[config.mk]
export PLATFORM = sky130hd
export DESIGN_NAME = pipe_stage_reg
export DESIGN_NICKNAME = d
export VERILOG_FILES = /design/src/rtl/pipe_stage_reg.sv
export SDC_FILE = /design/constraint.sdc
export NUM_CORES = 1
export LEC_CHECK = 0
export ABC_AREA = 1
export CAP_MARGIN = 20
export CORE_MARGIN = 2
export CORE_UTILIZATION = 45
export CTS_CLUSTER_DIAMETER = 150
export DETAILED_ROUTE_END_ITERATION = 6
export PLACE_DENSITY = 0.8
export SLEW_MARGIN = 40
export SYNTH_ARGS = -nofsm -noshare
export SYNTH_HDL_FRONTEND = slang
export SYNTH_SLANG_ARGS = --single-unit
[constraint.sdc]
create_clock -name clk -period 1.6 [get_ports clk]
set_input_delay 0.16 -clock clk [delete_from_list [all_inputs] [get_ports clk]]
set_output_delay 0.16 -clock clk [all_outputs]
set_load 0.005 [all_outputs]
[src/rtl/pipe_stage_reg.sv]
// rtl/pipe_stage_reg.sv - Pipeline register stage with optional two-entry skid buffer
module pipe_stage_reg #(
    parameter int DATA_W = 128,
    parameter int CTRL_W = 8,
    parameter int SKID   = 1
) (
    input  logic              clk,
    input  logic              resetn,
    input  logic              in_valid,
    output logic              in_ready,
    input  logic [DATA_W-1:0] in_data,
    input  logic [CTRL_W-1:0] in_ctrl,
    input  logic              flush,
    output logic              out_valid,
    input  logic              out_ready,
    output logic [DATA_W-1:0] out_data,
    output logic [CTRL_W-1:0] out_ctrl,
    output logic [1:0]        occupancy
);

    logic              accept;
    logic              consume;
    logic [DATA_W-1:0] main_data;
    logic [CTRL_W-1:0] main_ctrl;
    logic              valid_q;
    logic [1:0]        occ_q;

    assign accept    = in_valid && in_ready;
    assign consume   = valid_q && out_ready;
    assign out_data  = main_data;
    assign out_ctrl  = main_ctrl;
    assign out_valid = valid_q;
    assign occupancy = occ_q;

    generate
        if (SKID != 0) begin : g_skid
            typedef enum logic [1:0] {EMPTY, ONE, TWO} state_t;

            state_t            state;
            logic [DATA_W-1:0] skid_data;
            logic [CTRL_W-1:0] skid_ctrl;

            // Readiness depends only on registered state, breaking the out_ready path.
            assign in_ready = (state != TWO) && !flush && resetn;

            always_ff @(posedge clk or negedge resetn) begin
                if (!resetn) begin
                    state     <= EMPTY;
                    main_data <= '0;
                    main_ctrl <= '0;
                    skid_data <= '0;
                    skid_ctrl <= '0;
                    valid_q   <= 1'b0;
                    occ_q     <= 2'd0;
                end else if (flush) begin
                    state     <= EMPTY;
                    main_ctrl <= '0;
                    skid_ctrl <= '0;
                    valid_q   <= 1'b0;
                    occ_q     <= 2'd0;
                end else begin
                    case (state)
                        EMPTY: begin
                            if (accept) begin
                                main_data <= in_data;
                                main_ctrl <= in_ctrl;
                                valid_q   <= 1'b1;
                                occ_q     <= 2'd1;
                                state     <= ONE;
                            end
                        end
                        ONE: begin
                            if (accept && !consume) begin
                                skid_data <= in_data;
                                skid_ctrl <= in_ctrl;
                                occ_q     <= 2'd2;
                                state     <= TWO;
                            end else if (accept && consume) begin
                                main_data <= in_data;
                                main_ctrl <= in_ctrl;
                            end else if (consume) begin
                                main_ctrl <= '0;
                                valid_q   <= 1'b0;
                                occ_q     <= 2'd0;
                                state     <= EMPTY;
                            end
                        end
                        TWO: begin
                            if (consume) begin
                                main_data <= skid_data;
                                main_ctrl <= skid_ctrl;
                                skid_ctrl <= '0;
                                occ_q     <= 2'd1;
                                state     <= ONE;
                            end
                        end
                        default: begin
                            main_ctrl <= '0;
                            skid_ctrl <= '0;
                            valid_q   <= 1'b0;
                            occ_q     <= 2'd0;
                            state     <= EMPTY;
                        end
                    endcase
                end
            end
        end else begin : g_single
            assign in_ready = (!valid_q || out_ready) && !flush && resetn;

            always_ff @(posedge clk or negedge resetn) begin
                if (!resetn) begin
                    main_data <= '0;
                    main_ctrl <= '0;
                    valid_q   <= 1'b0;
                    occ_q     <= 2'd0;
                end else if (flush) begin
                    main_ctrl <= '0;
                    valid_q   <= 1'b0;
                    occ_q     <= 2'd0;
                end else if (accept) begin
                    // Covers accept+consume too: the departing entry is replaced in place.
                    main_data <= in_data;
                    main_ctrl <= in_ctrl;
                    valid_q   <= 1'b1;
                    occ_q     <= 2'd1;
                end else if (consume) begin
                    main_ctrl <= '0;
                    valid_q   <= 1'b0;
                    occ_q     <= 2'd0;
                end
            end
        end
    endgenerate

endmodule

==> out/metrics.cfg, run 1 <==
[sta]
fin_crit_sh_pct = 107
relSlewSlack_pct = 50.3
finClkSkew_ns = 0.0109
finalSetupViolCount = 205
drv_slew = 0
final.setup.worst_slack_ns = -0.108
rsz0062_at_grt = true
finalHoldViolations = 0
fmax_mhz = 586
period_needed_ns = 1.71
worst_slew_pin_slew_ns = 0.745

[job]
cap_violations = 0

[worst_setup_path]
slowest_delay_ns = 0.40
cp_cell_sequence = inv_2 > nor2_4 > nor2_8 > buf_6 > nand3_4 > nand2_4 > nand3_4 > buf_12 > clkbuf_16 > nand2_2 > nand2_1
timing.rr.end = out_data[105]
path_max_fanout = 8
r2r_cells = 11
critPathKind = flop to flop
startpoint_type = flop
r2r_start = g_skid.state[1]
cp-end-kind = flop
critical_path_required_ns = 2.03
path_common_cell = nand3_4
critical_path.startpoint = g_skid.state[1]
worstPathArrival_ns = 2.14
critPathSlowestCell = dfrtp_1
r2r_slack_ns = -0.11

[clocking]
cts-root-buf = clkbuf_16
h-tree-depth = 1
insertion_delay_ns = 0.54
clkSinkCount = 275
path_clk_slew_ns = 0.06
cts.path.max_buffers = 3
numCtsBuffers = 30
cts_tree = done

[yosys]
synthCells = 1545
syn-cell-area_mm2 = 0.0128
netlist-cell-type-count = 23
avgSynthCellArea_um2 = 8.27
synth_warnings = 0
syn_nets = 1686
synth-seq-cells = 275
seq_area_frac_synth_pct = 53.9

[final_layout]
final_core_util_pct = 65.1
final_cells = 2248
register_area_mm2 = 0.00688
final_cell_mix = 527 x nand2_1, 274 x dfrtp_1, 229 x clkdlybuf4s50_1, 185 x o21ai_0, 139 x inv_1
finalNetCount = 1992
area_delta_synth_final_pct = 42.0
final_common_cell = nand2_1
drive_gt1_share_pct = 14.0
multi_input_area_mm2 = 0.00500
n_antenna_cell = 0
nFillCells = 2141

[route]
drt_pass1_iterations = 5
drtAntennaViolNets = 0
wl_per_cell_um = 17.5
vias_per_cell = 5.35
drc = 0
drt_wl_total_um = 39400
vias = 12000
drtIter0Drc = 980

[place]
hpwl_um = 23800
dp_cells = 2165
io_buffers = 280
gp_congestion = 0.865

[power_and_ir_drop]
comb_power_share_pct = 36.2
vdd_drop_max_uv = 823
net-switching-power_uw = 9890
p_int_uw = 19800
power_frac_clock_pct = 22.8
power_leakage_uw = 0.00890
cellPowerDensity_mw_per_mm2 = 1630
total_power_uw = 29700
switching_share_pct = 33.3
pwr-share-seq_pct = 41.0

[grt]
antenna_found_initial = 0
overflow = 0
grt_start_max_net_pins = 149
grt_pass1_vias = 11700
grt_pass1_wl_um = 58900
grt_use_total_pct = 24.7

[status]
violations = setup timing
outcome = complete, but fails checks

[die]
core_mm2 = 0.0279
num_io_pins = 281
initial_core_util_pct = 45.9
dieArea_mm2 = 0.0298
die-width_um = 172
rows = 61
dieHeight_um = 172

[min_path]
hold_class = input pin to asynchronous set/reset pin

==> how the worst max path moves through the flow <==
stage / to / slack, ns / cells after the start
global route: g_skid.skid_data[72] / -0.23 / 9
detailed placement: out_data[72] / -0.25 / 11
global placement: out_data[119] / -0.20 / 11
finish: out_data[105] / -0.11 / 11
CTS: in_ready / -0.09 / 4
floorplan: g_skid.skid_data[100] / 0.06 / 10
==> kinds of logic (layout without fill, tap and decap cells) <==
group	Yosys count	in the layout	synth area share, %
flops	275	275	53.9
simple gates	739	739	25.0
buf+inv	257	582	9.19
compound gates	274	274	12.0
==> critical path, delay by kind of cell (launching register included) <==
family                 cells  cell delay [ns]
buffers and inverters      4             0.57
and+or+nand+nor            7             0.63
DFF                        1             0.40
==> power by group through the flow <==
stage          logic, uW  registers, uW  clock network (uW)
3_5_place_dp       10100          12000                   0
3_3_place_gp        9750          12000                   0
4_1_cts            10100          12000                6830
2_1_floorplan       4390          11800                   0
5_1_grt            11900          12500                7160
6_report           10700          12200                6760
==> sequential cells by signal (all words and copies together) (netlist names) <==
register and count:
g_skid.skid_data 128, out_valid 1, g_skid.state 2, out_ctrl 8
out_data 128, g_skid.skid_ctrl 8
==> cells in the mapped netlist, drive strengths merged <==
master    n  area (um^2)
nand3b    1         7.51
o21ai   270         1500
clkbuf   24         90.1
o21bai    3         22.5
nand2   580         2180
buf      89          543
nand4   133          832
inv     144          541
a21oi     1         5.00
dfrtp   275         6880
nor2     13         87.6
nand3    12         82.6
==> layout make-up <==
type,instances,area share [%]
timing repair buffer,387,23.6
sequential,275,37.9
clock buffer,48,5.07
inverter,144,3.01
tap,378,2.61
clock inverter,3,0.221
multi-input combinational,1013,27.5
==> layer usage <==
| layer | share of wire, % | global-route usage [%] | wire length (um) |
|---|---|---|---|
| met5 | 0 | 0 | 0 |
| met1 | 39 | 32.3 | 15400 |
| met2 | 49 | 41.7 | 19500 |
| met3 | 7.5 | 3.43 | 2970 |
| met4 | 4.0 | 9.72 | 1570 |
==> stage by stage <==
stage          instance area, um^2  setup WS [ns]  hold slack [ns]  TNS (ns)
4_1_cts                      17600        -0.0873           0.0737     -2.36
2_1_floorplan                12800         0.0557           -0.136         0
6_report                     18100         -0.108           0.0859     -6.86
3_3_place_gp                 16400         -0.197          -0.0321    -37.94
5_1_grt                      18100         -0.225           0.0621    -32.42
3_5_place_dp                 16400         -0.255          -0.0334    -47.09
==> what timing repair did <==
| action | in CTS | in global routing |
|---|---|---|
| pin swaps | 3 | 4 |
| gates cloned | 4 | 9 |
| hold endpoints to repair | 275 | 0 |
| buffers inserted | 14 | 4 |
| hold buffers | 1 | 0 |
| resized for setup | 78 | 96 |
| setup endpoints to repair | 163 | 335 |
(Power assumes the default switching activity.)
==> run 2: changes to the inputs <==
--- a/config.mk
+++ b/config.mk
@@ -11,7 +11,8 @@
 export CORE_UTILIZATION = 45
 export CTS_CLUSTER_DIAMETER = 150
 export DETAILED_ROUTE_END_ITERATION = 6
-export PLACE_DENSITY = 0.8
+export DONT_BUFFER_PORTS = 1
+export PLACE_DENSITY = 0.67
 export SLEW_MARGIN = 40
 export SYNTH_ARGS = -nofsm -noshare
 export SYNTH_HDL_FRONTEND = slang
==> run 2 against run 1 <==
Against the previous run: the flow finishes with violations (hold timing, setup timing); cell count down 6.9%; combinational power down 35%; clock skew up 0.0027 ns; global-route usage down 2.1 points; hold slack worse by 0.78 ns.
==> out/metrics.cfg, run 2 (same netlist as run 1, synthesis figures left out) <==
[status]
outcome = complete, but fails checks
violations = hold timing, setup timing

[die]
die-width_um = 172
dieHeight_um = 172
initial_core_util_pct = 45.9
rows = 61
dieArea_mm2 = 0.0298
num_io_pins = 281
core_mm2 = 0.0279

[final_layout]
register_area_mm2 = 0.00688
area_delta_synth_final_pct = 28.4
finalNetCount = 1832
drive_gt1_share_pct = 13.6
multi_input_area_mm2 = 0.00488
finalInstanceArea_mm2 = 0.0164
final_common_cell = nand2_1
final_cell_mix = 549 x nand2_1, 274 x dfrtp_1, 188 x o21ai_0, 139 x inv_1, 138 x dlygate4sd3_1
nFillCells = 2345
final_core_util_pct = 58.9

[route]
wl_per_cell_um = 17.5
drtAntennaViolNets = 0
drc = 0
vias = 11100
vias_per_cell = 5.33
drtIter0Drc = 871
drt_pass1_iterations = 6
drt_wl_total_um = 36700

[sta]
fmax_mhz = 595
final.setup.worst_slack_ns = -0.0802
finalHoldViolations = 276
worst_slew_pin_slew_ns = 0.662
relSlewSlack_pct = 55.8
finalSetupViolCount = 149
fin_hold_ws_ns = -0.689
period_needed_ns = 1.68
finClkSkew_ns = 0.0136
rsz0062_at_grt = true
fin_crit_sh_pct = 105
drv_slew = 0

[grt]
grt_pass1_vias = 10700
grt_pass1_wl_um = 54200
overflow = 0
grt_use_total_pct = 22.6
grt_start_max_net_pins = 278
antenna_found_initial = 0

[power_and_ir_drop]
pwr-share-seq_pct = 47.3
vdd_drop_max_uv = 846
net-switching-power_uw = 9120
comb_power_share_pct = 26.1
power_leakage_uw = 0.00812
power_frac_clock_pct = 26.6
switching_share_pct = 34.3
cellPowerDensity_mw_per_mm2 = 1620
p_int_uw = 17400

[clocking]
path_clk_slew_ns = 0.06
cts.path.max_buffers = 3
clkSinkCount = 275
insertion_delay_ns = 0.54
cts_hold_buf = 138
cts-root-buf = clkbuf_16
cts_tree = done
h-tree-depth = 1
numCtsBuffers = 29

[place]
place_area_mm2 = 0.0134
io_buffers = 0
hpwl_um = 20900
pre_cts_ws_ns = -0.0569
gp_congestion = 0.839

[min_path]
hold_class = input pin to asynchronous set/reset pin

[worst_setup_path]
critPathKind = flop to flop
cp-end-kind = flop
startpoint_type = flop
worstPathArrival_ns = 2.10
path_max_fanout = 21
critical_path_required_ns = 2.02

[job]
cap_violations = 0

==> run 2: changes by cell type in the layout (fill, tap and decap cells not counted), moves of 8 or more <==
cell / delta
nand2_1: +22
dlygate4sd3_1: +137
clkdlybuf4s50_1: -229
nand2_4: -17
dlygate4sd2_1: -48
clkbuf_1: -8
==> run 2: timing repair <==
action	CTS	global route
pin swaps	4	2
endpoints found under the setup margin	155	254
gates resized for setup	15	50
endpoints found under the hold margin	548	275
cloned	2	12
buffers inserted	8	4
==> run 2: final timing paths <==
path	from	end	slack, ns	depth (start not counted)
max	g_skid.state[1]	out_data[65]	-0.08	9
min	resetn	out_ctrl[7]	-0.69	0
max reg2reg	g_skid.state[1]	out_data[65]	-0.08	9
min reg2reg	g_skid.skid_data[113]	g_skid.skid_data[113]	0.48	2
max in group asynchronous	resetn	g_skid.skid_data[46]	1.72	0
min in group clk	in_data[61]	out_data[61]	-0.01	4
==> run 2: final cells by class <==
type	count	area share [%]
tap	378	2.88
clock inverter	9	0.618
antenna	1	0.0152
inverter	144	3.34
timing repair buffer	228	15.9
multi-input combinational	1013	29.7
clock buffer	44	5.62
sequential	275	41.9
==> run 2: worst max-delay path, cell delays in order, from the launching register on <==
cell	delay, ns
dfrtp_1	0.41
buf_4	0.15
nand2_2	0.11
nand3_2	0.13
nand2_4	0.18
nand3_4	0.09
buf_12	0.17
clkbuf_16	0.19
nand2_1	0.07
nand2_1	0.06
==> run 2: power groups by stage <==
stage | clock (uW) | sequential [uW] | combinational, uW
4_1_cts | 7180 | 12400 | 6240
2_1_floorplan | 0 | 11800 | 4390
5_1_grt | 7500 | 12900 | 7880
3_3_place_gp | 0 | 12400 | 5570
3_5_place_dp | 0 | 12500 | 5730
6_report | 7060 | 12600 | 6940
==> run 2: metrics by stage <==
stage | setup TNS (ns) | cells | total power [uW]
4_1_cts | -0.137 | 2076 | 25900
2_1_floorplan | 0 | 1545 | 16100
6_report | -4.85 | 2092 | 26600
5_1_grt | -20.03 | 2091 | 28300
3_5_place_dp | -0.884 | 1875 | 18200
3_3_place_gp | 0 | 1875 | 18000
==> run 2: metal layers <==
layer	vias up	GRT usage [%]	wire length, um
li1	5323	-	-
met1	5302	28.9	15100
met2	425	37.4	17300
met3	95	5.08	3000
met4	0	8.55	1310
met5	-	0	0
